--- config.mk ---
export PLATFORM = sky130hd
export DESIGN_NAME = i2c_reg_writer
export DESIGN_NICKNAME = d
export VERILOG_FILES = /design/src/rtl/i2c_reg_writer.sv
export SDC_FILE = /design/constraint.sdc
export NUM_CORES = 1
export LEC_CHECK = 0
export ABC_AREA = 0
export CORE_UTILIZATION = 45
export DETAILED_ROUTE_END_ITERATION = 8
export GPL_TIMING_DRIVEN = 0
export PLACE_DENSITY = 0.71
export SETUP_SLACK_MARGIN = 0.5
export SLEW_MARGIN = 40
export SYNTH_ARGS = -nofsm -noshare
export SYNTH_HDL_FRONTEND = slang
export SYNTH_SLANG_ARGS = --single-unit
--- constraint.sdc ---
create_clock -name sys_clk -period 3.4 [get_ports sys_clk]
set_input_delay 0.68 -clock sys_clk [delete_from_list [all_inputs] [get_ports sys_clk]]
set_output_delay 0.68 -clock sys_clk [all_outputs]
set_load 0.02 [all_outputs]
--- src/rtl/i2c_reg_writer.sv ---
// i2c_reg_writer: I2C master that performs one complete register write per request:
// START, 7-bit device address with the W bit, REG_BYTES register-address bytes
// (MSB byte first), 0..MAX_DATA data bytes (byte 0 first), then STOP. Every ACK
// is checked. On a NACK the transfer is aborted with STOP. SCL and SDA are both
// generated from sys_clk through a quarter-bit clock enable.
//
// Ports:
//   sys_clk   sole clock
//   rst       synchronous active-high reset
//   write     request, sampled only while idle
//   addr      7-bit device address
//   register  register address, 8*REG_BYTES bits, MSB byte sent first
//   data      payload, byte i = data[8i+:8], byte 0 sent first
//   len       data byte count (0 = pointer-only), clamped to MAX_DATA
//   busy      transaction in progress
//   done      one-cycle pulse when a transaction ends
//   nack      sticky until the next accept: some ACK was missing
//   scl_oe    1 = pull SCL low
//   sda_oe    1 = pull SDA low
//   sda_in    synchronised SDA pad level
module i2c_reg_writer #(
    parameter int CLK_DIV   = 125,
    parameter int REG_BYTES = 1,
    parameter int MAX_DATA  = 4,
    parameter int LEN_W     = $clog2(MAX_DATA + 1)
) (
    input  logic                    sys_clk,
    input  logic                    rst,
    input  logic                    write,
    input  logic [6:0]              addr,
    input  logic [8*REG_BYTES-1:0]  register,
    input  logic [8*MAX_DATA-1:0]   data,
    input  logic [LEN_W-1:0]        len,
    output logic                    busy,
    output logic                    done,
    output logic                    nack,
    output logic                    scl_oe,
    output logic                    sda_oe,
    input  logic                    sda_in
);

    localparam int NB = 1 + REG_BYTES + MAX_DATA;   // largest frame in bytes
    localparam int BW = $clog2(NB);
    localparam int DW = $clog2(CLK_DIV);

    localparam logic [2:0] S_IDLE  = 3'd0;
    localparam logic [2:0] S_START = 3'd1;
    localparam logic [2:0] S_ADDR  = 3'd2;
    localparam logic [2:0] S_REG   = 3'd3;
    localparam logic [2:0] S_DATA  = 3'd4;
    localparam logic [2:0] S_STOP  = 3'd5;

    logic [2:0]       state, state_n;
    logic [1:0]       q, q_n;              // quarter within the current bit
    logic [3:0]       bitc, bitc_n;        // 0..7 data bits, 8 = ACK slot
    logic [BW-1:0]    bidx, bidx_n, bidx_inc, last_idx;
    logic [DW-1:0]    div;
    logic [7:0]       frame [NB];          // address byte, register bytes, data bytes
    logic [7:0]       cur;
    logic [LEN_W-1:0] len_c;
    logic             tick, accept, in_byte, ack_slot;
    logic             scl_n, sda_n;

    assign accept   = write && (state == S_IDLE);
    assign tick     = (state != S_IDLE) && (div == DW'(CLK_DIV - 1));
    assign in_byte  = (state == S_ADDR) || (state == S_REG) || (state == S_DATA);
    assign ack_slot = in_byte && (bitc == 4'd8);
    assign len_c    = (len > LEN_W'(MAX_DATA)) ? LEN_W'(MAX_DATA) : len;
    assign bidx_inc = bidx + 1'b1;

    // Byte position decides which phase the FSM reports.
    function automatic logic [2:0] byte_state(input logic [BW-1:0] idx);
        if (idx == '0)
            return S_ADDR;
        else if (idx <= BW'(REG_BYTES))
            return S_REG;
        else
            return S_DATA;
    endfunction

    always_comb begin
        state_n = state;
        q_n     = q;
        bitc_n  = bitc;
        bidx_n  = bidx;
        if (accept) begin
            state_n = S_START;
            q_n     = 2'd0;
            bitc_n  = 4'd0;
            bidx_n  = '0;
        end else if (tick) begin
            if (q != 2'd3) begin
                q_n = q + 2'd1;
            end else begin
                q_n = 2'd0;
                case (state)
                    S_START: begin
                        state_n = S_ADDR;
                        bitc_n  = 4'd0;
                        bidx_n  = '0;
                    end
                    S_ADDR, S_REG, S_DATA: begin
                        if (bitc != 4'd8) begin
                            bitc_n = bitc + 4'd1;
                        end else if (nack || (bidx == last_idx)) begin
                            // nack was cleared on accept, so it is set here only
                            // by a NACK sampled earlier in this transaction.
                            state_n = S_STOP;
                        end else begin
                            bitc_n  = 4'd0;
                            bidx_n  = bidx_inc;
                            state_n = byte_state(bidx_inc);
                        end
                    end
                    default: state_n = S_IDLE;   // S_STOP q3 ends the transaction
                endcase
            end
        end
    end

    // Line levels are decoded from the next state so they are registered
    // alongside it, leaving no combinational path to the pads.
    always_comb begin
        scl_n = 1'b0;
        sda_n = 1'b0;
        cur   = frame[bidx_n];
        case (state_n)
            S_START: begin
                sda_n = (q_n != 2'd0);
                scl_n = q_n[1];
            end
            S_ADDR, S_REG, S_DATA: begin
                scl_n = (q_n == 2'd0) || (q_n == 2'd3);
                sda_n = (bitc_n == 4'd8) ? 1'b0 : ~cur[3'd7 - bitc_n[2:0]];
            end
            S_STOP: begin
                sda_n = ~q_n[1];
                scl_n = (q_n == 2'd0);
            end
            default: begin
                scl_n = 1'b0;
                sda_n = 1'b0;
            end
        endcase
    end

    always_ff @(posedge sys_clk) begin
        if (rst) begin
            state    <= S_IDLE;
            q        <= 2'd0;
            bitc     <= 4'd0;
            bidx     <= '0;
            last_idx <= '0;
            div      <= '0;
            busy     <= 1'b0;
            done     <= 1'b0;
            nack     <= 1'b0;
            scl_oe   <= 1'b0;
            sda_oe   <= 1'b0;
        end else begin
            state  <= state_n;
            q      <= q_n;
            bitc   <= bitc_n;
            bidx   <= bidx_n;
            busy   <= (state_n != S_IDLE);
            done   <= tick && (state == S_STOP) && (q == 2'd3);
            scl_oe <= scl_n;
            sda_oe <= sda_n;

            if (accept || tick)
                div <= '0;
            else if (state != S_IDLE)
                div <= div + 1'b1;

            if (accept) begin
                nack     <= 1'b0;
                last_idx <= BW'(REG_BYTES) + BW'(len_c);
            end else if (tick && ack_slot && (q == 2'd2) && sda_in) begin
                nack <= 1'b1;
            end
        end
    end

    // Payload holding register; no reset needed, it is always loaded before use.
    always_ff @(posedge sys_clk) begin
        if (!rst && accept) begin
            frame[0] <= {addr, 1'b0};
            for (int i = 0; i < REG_BYTES; i++)
                frame[1 + i] <= register[8*(REG_BYTES-1-i) +: 8];
            for (int i = 0; i < MAX_DATA; i++)
                frame[1 + REG_BYTES + i] <= data[8*i +: 8];
        end
    end

endmodule
==> summary.md, run 1 <==
| Metric | Value |
|---|---|
| Clk sinks | 74 |
| Total global routing overflow | 0 |
| H-tree levels | 3 |
| Synth top area share | 37.71% |
| IO buf count | 58 |
| Critical path startpoint category | register |
| FF/Latch Area | 0.001954 mm^2 |
| Area taken by multi-input logic gates | 0.001813 mm^2 |
| Via/cell ratio | 5.490 |
| VDD IR-drop max | 0.0002245 V |
| Met3 WL post-DR | 373 um |
| Placed Area | 0.004513 mm^2 |
| Commonest cells in the netlist | edfxtp_1 (47), nor2_1 (35), dfxtp_1 (27), nand2_1 (27), mux2i_1 (19) |
| Power per cell area | 391.1 mW/mm^2 |
| Mapped Avg Cell Area | 11.10 um^2 |
| Crit path cell chain | buf_6 > or3b_4 > a211oi_4 > a21oi_4 > nor3_4 > mux2i_1 > mux2i_1 > a2111oi_2 > nor4bb_2 > o311a_1 |
| Hold/Removal Path Class | register to register |
| Die Y | 93.20 um |
| Synth unique cells | 64 |
| Syn_nets | 402 |
| Critical-path cell with the highest stage delay | or3b_4 |
| Share of cells above drive strength 1 | 18.40% |
| CP Capture Type | register |
| Largest net degree at the start of global routing | 22 |
| Max-slew violation count | 0 |
| Crit Path Category | register to register |
| Filler cells | 631 |
| Period utilization | 82.18% |
| Post-Route WL | 8.233 mm |
| Worst Path Max Fanout | 9 |
| Ys Warns | 0 |
| Synthesized flop and latch total | 74 |
| Unrepaired setup endpoints after global routing | false |
| Post-Syn Area | 0.003742 mm^2 |
| Hold Vio Cnt, Final | 0 |
| Seq/Total Area, Yosys | 52.16% |
| Largest cells by area after synthesis | edfxtp_1 (38%), dfxtp_1 (14%), mux2i_1 (5.1%), ha_1 (3.7%), nor2_1 (3.5%) |
| Dpl hpwl | 6.122 mm |
| Fin area | 0.004956 mm^2 |
| Average wire per standard cell | 15.65 um |
| Worst path bufs/invs | 1 |
| Drt first pass iters | 4 |
| Setup Viol. Count Final | 0 |
| Count leader, synth | edfxtp_1 |
| Post-synth ARST share | 0% |
| Routed vias | 2888 |
| Wire length of the first global-routing pass | 13.19 mm |
| Fmax | 357.9 MHz |
| GPL Wtd Cong | 0.8744 |
| WHS | 0.4797 ns |
| # rows | 32 |
| Highest Signal Layer | met4 |
| Starting Density | 47.45% |
| CP delay by family, top | compound AO/OA/AOI/OAI gates |
| Post-route minimum period | 2.794 ns |
| Vias in the first global route | 2850 |
| Ant diodes | 0 |
| Core area | 0.007888 mm^2 |
| Top_reg_cell synth | edfxtp_1 |
| Least-Margin Pin Slew | 0.6224 ns |
| Yosys top cell by area | edfxtp_1 |
| CTS tree | yes |
| Clock skew | 0.01355 ns |
| Routed length on met2 | 4.250 mm |
| Root buf cell | clkbuf_8 |
| Clk buf depth | 2 |
| Die Wd | 93.20 um |
| Die Area | 0.008685 mm^2 |
| CP peak stage delay | 0.42 ns |
| Max_slew headroom | 58.51% |
| Initial antenna violation count | 0 |
| Final antenna-violating net count | 0 |
| Clk_lat worst skew | 0.34 ns |
| Post-layout net count | 484 |
| Post-Syn Instances | 337 |
| CP arrival | 3.09 ns |
| Ports | 59 |
| TNS Setup | 0 ns |
| Area Overhead vs Synth | 32.43% |
| Met1 wire length | 3.397 mm |
| Max-cap violations | 0 |
| # DRC | 0 |
| LEAKAGE | 1.816 nW |
| GRT Util Overall | 20.20% |
| TritonCTS Buffers | 9 |
| Initial DRC Count | 139 |
| Status | finished clean |
| Number of flops mapped to enable cells by yosys | 47 |
| Clock slew at reported path FFs | 0.09 ns |
| Critical path required time | 3.70 ns |
| Cell mode on critical path | mux2i_1 |
==> cells in the final DEF, fill, tap and decap left out, drive strengths merged, types with 4 or more instances in the layout <==
cell type and instances:
a31oi 5, edfxtp 47, mux2 4, ha 11
nor3 9, clkbuf 14, o21ai 11, nand3 12
a21oi 13, inv 15, nand2 27, buf 21
mux2i 19, and2 4, nor4 5, nor2 35
a211oi 6, clkdlybuf4s50 58, nand4 6, dfxtp 27
nand2b 4, xor2 8, nor2b 5
==> final timing paths <==
check	from	to	slack, ns	cells after the start
setup / recovery	state[0]$_SDFF_PP0_	sda_oe$_SDFF_PP0_	0.61	10
hold / removal	last_idx[1]$_SDFFE_PP0P_	last_idx[1]$_SDFFE_PP0P_	0.48	2
setup reg to reg	state[0]$_SDFF_PP0_	sda_oe$_SDFF_PP0_	0.61	10
hold reg to reg	last_idx[1]$_SDFFE_PP0P_	last_idx[1]$_SDFFE_PP0P_	0.48	2
==> per-layer routing <==
layer,global-route usage [%],vias to the layer above
met5,0,-
met2,35.11,77
li1,-,1422
met1,22.79,1375
met4,11.92,0
met3,4.228,14
==> through the flow <==
stage          util (%)  worst slack, ns  total power [mW]  std cells
2_1_floorplan         -           0.7253             1.149        337
3_3_place_gp      56.52          -0.1200             1.251        497
3_5_place_dp      57.22          -0.2168             1.266        499
4_1_cts           60.82           0.5006             1.946        520
5_1_grt           62.83           0.4756             2.019        526
6_report          62.83           0.6058             1.938        526
==> power by group <==
part | leakage [nW] | switching (mW) | internal [mW]
logic | 1.07 | 0.125 | 0.123
clock network | 0.0929 | 0.335 | 0.342
registers | 0.655 | 0.0136 | 1.00
==> registers in the layout, indices dropped and copies added (netlist names) <==
name	cells
busy	1
q	2
div	7
done	1
bitc	4
nack	1
bidx	3
state	3
sda_oe	1
scl_oe	1
frame	47
last_idx	3
==> worst reg2reg max path, delay by kind of cell (launching register included) <==
kind	cells	cell delay (ns)
multiplexers	2	0.32
AND/OR/NAND/NOR	3	0.89
AO/OA/AOI/OAI	4	1.10
flip-flops	1	0.31
buffers and inverters	1	0.14
==> cell type report <==
type                    instances  share of cell area (%)
inverters                      14                   1.060
well taps                     102                   2.575
clock inverters                 6                   1.363
multi-input cells             237                   36.58
clock buffers                  10                   2.575
plain buffers                  12                   1.919
repair buffers                 71                   14.49
flip-flops and latches         74                   39.43
==> logic make-up after synthesis <==
logic type	after synthesis	share of synthesized area, %
adders and majority gates	11	3.678
AOI/OAI and AO/OA	66	14.08
DFF	74	52.16
and+or+nand+nor	127	17.89
xor gates and xnor gates	10	2.341
muxes	23	6.285
buffers and inverters	26	3.577
==> repair_timing <==
action / 4_1_cts / 5_1_grt
endpoints found under the setup margin: 1 / 1
gates resized for setup: 11 / 26
gates cloned: 0 / 0
pin swaps: 4 / 7
hold buffers: 0 / 0
buffers inserted: 5 / 6
Note: power is estimated with default switching activity, not from simulation.
==> run 2: changes to the inputs <==
==> constraint.sdc (replaced) <==
create_clock -name sys_clk -period 2.5 [get_ports sys_clk]
set_input_delay 0.5 -clock sys_clk [delete_from_list [all_inputs] [get_ports sys_clk]]
set_output_delay 0.5 -clock sys_clk [all_outputs]
set_load 0.02 [all_outputs]
==> run 2 against run 1 <==
The flow now finishes with violations (setup timing). Die area unchanged. Sequential cell count unchanged. Critical path type unchanged. Sequential power increased by 37%. Sequential share of layout area decreased by 0.28 points. Final cell count increased by 0.76%. Core utilization increased by 0.57 points. Largest cell class unchanged.
==> summary.md, run 2 (same netlist as run 1, synthesis figures left out) <==
| Metric | Value |
|---|---|
| Critical path startpoint category | register |
| Non-Filler Instances | 530 (+0.76%) |
| Most common cell after layout, fill and taps aside | clkdlybuf4s50_1 |
| Clock skew | 0.008026 ns (-0.005521 ns) |
| Setup WS pre-CTS | -0.8748 ns (-0.6580 ns) |
| Die Area | 0.008685 mm^2 (unchanged) |
| Largest regs | frame x47, div x7, bitc x4 |
| TritonCTS Buffers | 9 (unchanged) |
| Share of cells above drive strength 1 | 21.50% (+3.1 points) |
| GRT Util Overall | 21.63% (+1.4 points) |
| Final setup margin | -0.3129 ns (-0.9188 ns) |
| Initial DRC Count | 112 (-19%) |
| Ant diodes | 0 (unchanged) |
| Worst Path Max Fanout | 10 (+1) |
| Hold/Removal Path Class | register to register |
| VDD IR-drop max | 0.0003774 V (+68%) |
| H-tree levels | 3 (unchanged) |
| Unrepaired setup endpoints after global routing | true |
| Hold Buf Count CTS | 0 (unchanged) |
| CP peak stage delay | 0.40 ns (-0.02 ns) |
| Crit path cell chain | buf_6 > or3b_4 > a211oi_4 > buf_6 > and3_4 > a31o_4 > buf_6 > mux2i_1 > a2111oi_2 > nor4bb_2 > o311a_1 |
| CTS tree | yes |
| CP delay by family, top | compound AO/OA/AOI/OAI gates |
| Least-Margin Pin Slew | 0.6434 ns (+0.02103 ns) |
| Ports | 59 (unchanged) |
| Most frequent cells in the layout | clkdlybuf4s50_1 (58), edfxtp_1 (47), nor2_1 (33) |
| Critical path required time | 2.79 ns (-0.91 ns) |
| Status | complete, but fails checks |
| Wire length of the first global-routing pass | 14.18 mm (+7.5%) |
| Crit Path Category | register to register |
| Clk buf depth | 2 (unchanged) |
| Setup Viol. Count Final | 1 (+1) |
| Routed vias | 2986 (+3.4%) |
| Core area | 0.007888 mm^2 (unchanged) |
| Die Y | 93.20 um (unchanged) |
| Clock slew at reported path FFs | 0.08 ns (about the same) |
| Die Wd | 93.20 um (unchanged) |
| Max-slew violation count | 0 (unchanged) |
| Initial antenna violation count | 0 (unchanged) |
| Post-Route WL | 8.853 mm (+7.5%) |
| # DRC | 0 (unchanged) |
| Clk sinks | 74 (unchanged) |
| Fmax | 355.5 MHz (-0.67%) |
| Final antenna-violating net count | 0 (unchanged) |
| GPL Wtd Cong | 0.8516 (-2.6%) |
| Worst path bufs/invs | 3 (+2) |
| TNS Setup | -0.3129 ns (-0.3129 ns) |
| Total global routing overflow | 0 (unchanged) |
| Post-layout net count | 488 (+0.83%) |
| Area Overhead vs Synth | 33.63% |
| Starting Density | 47.45% (unchanged) |
| Largest Register | frame |
| DP Cell Count | 499 (unchanged) |
| LEAKAGE | 1.811 nW (-0.28%) |
| Period utilization | 112.5% (+30 points) |
| Clk_lat worst skew | 0.35 ns (about the same) |
| Power per cell area | 512.5 mW/mm^2 (+31%) |
| Critical-path cell with the highest stage delay | or3b_4 |
| IO buf count | 58 (unchanged) |
| Largest net degree at the start of global routing | 21 (-4.5%) |
| Hold Vio Cnt, Final | 0 (unchanged) |
| Dpl hpwl | 6.349 mm (+3.7%) |
| Max-cap violations | 0 (unchanged) |
| Root buf cell | clkbuf_8 |
| Max_slew headroom | 57.11% (-1.4 points) |
| Failing checks | setup timing |
| CP Capture Type | register |
| Via/cell ratio | 5.634 (+2.6%) |
| Vias in the first global route | 2984 (+4.7%) |
| Max reg flops | 47 (unchanged) |
| # rows | 32 (unchanged) |
| Post-route minimum period | 2.813 ns (+0.01878 ns) |
| Average wire per standard cell | 16.70 um (+6.7%) |
| CP arrival | 3.11 ns (+0.02 ns) |
| Final core occ | 63.40% (+0.57 points) |
| Drt first pass iters | 4 (unchanged) |
| Cell mode on critical path | buf_6 |
run 2: cell types whose count changed in the layout (fill, tap and decap cells not counted), moves of 3 or more:
cell,delta
buf_4,+4
buf_6,+4
ha_1,-4
inv_1,-4
inv_2,+4
ha_2,+3
run 2: final timing paths:
| kind | slack, ns | cells after the start | from | to |
|---|---|---|---|---|
| max | -0.31 | 11 | state[0]$_SDFF_PP0_ | sda_oe$_SDFF_PP0_ |
| min | 0.50 | 2 | last_idx[1]$_SDFFE_PP0P_ | last_idx[1]$_SDFFE_PP0P_ |
| max reg2reg | -0.31 | 11 | state[0]$_SDFF_PP0_ | sda_oe$_SDFF_PP0_ |
| min reg2reg | 0.50 | 2 | last_idx[1]$_SDFFE_PP0P_ | last_idx[1]$_SDFFE_PP0P_ |
run 2: timing repair:
item,in CTS,in global routing
setup endpoints to repair,64,54
pin swaps,11,1
setup buffers,13,2
resized for setup,24,8
run 2: cell type report:
cell class              count  area (um^2)
fillers                   623         2887
clock buffers              10        127.6
repair buffers             75        743.2
multi-input cells         237         1844
clock inverters             6        41.29
plain buffers              12        106.4
flip-flops and latches     74         1958
inverters                  14        52.55
well taps                 102        127.6
run 2: layer usage:
layer  track usage [%]  routed length [um]  up-vias
li1                  -                   -     1433
met1             26.69                3748     1447
met2             36.46                4507       85
met3             3.496                 375       21
met4             11.15                 221        0
met5                 0                   0        -
run 2: report_power, final:
group | switching, mW | internal (mW) | total (mW)
clock | 0.471 | 0.360 | 0.831
sequential | 0.0196 | 1.36 | 1.38
combinational | 0.176 | 0.177 | 0.353
total | 0.667 | 1.90 | 2.56
run 2: tightest hold or removal path, cell delays in order (launching register included):
cell and delay [ns]:
dfxtp_1 0.33, nand2_1 0.06, a21oi_1 0.06
run 2: per-stage QoR:
step                      total power, mW  hold WS, ns  cell area, um^2
after CTS                           2.561       0.4890             4956
final                               2.563       0.4953             5001
after global routing                2.659       0.5217             5001
after detailed placement            1.728       0.4784             4607
after floorplan                     1.569       0.4481             3856
after global placement              1.712       0.4711             4564
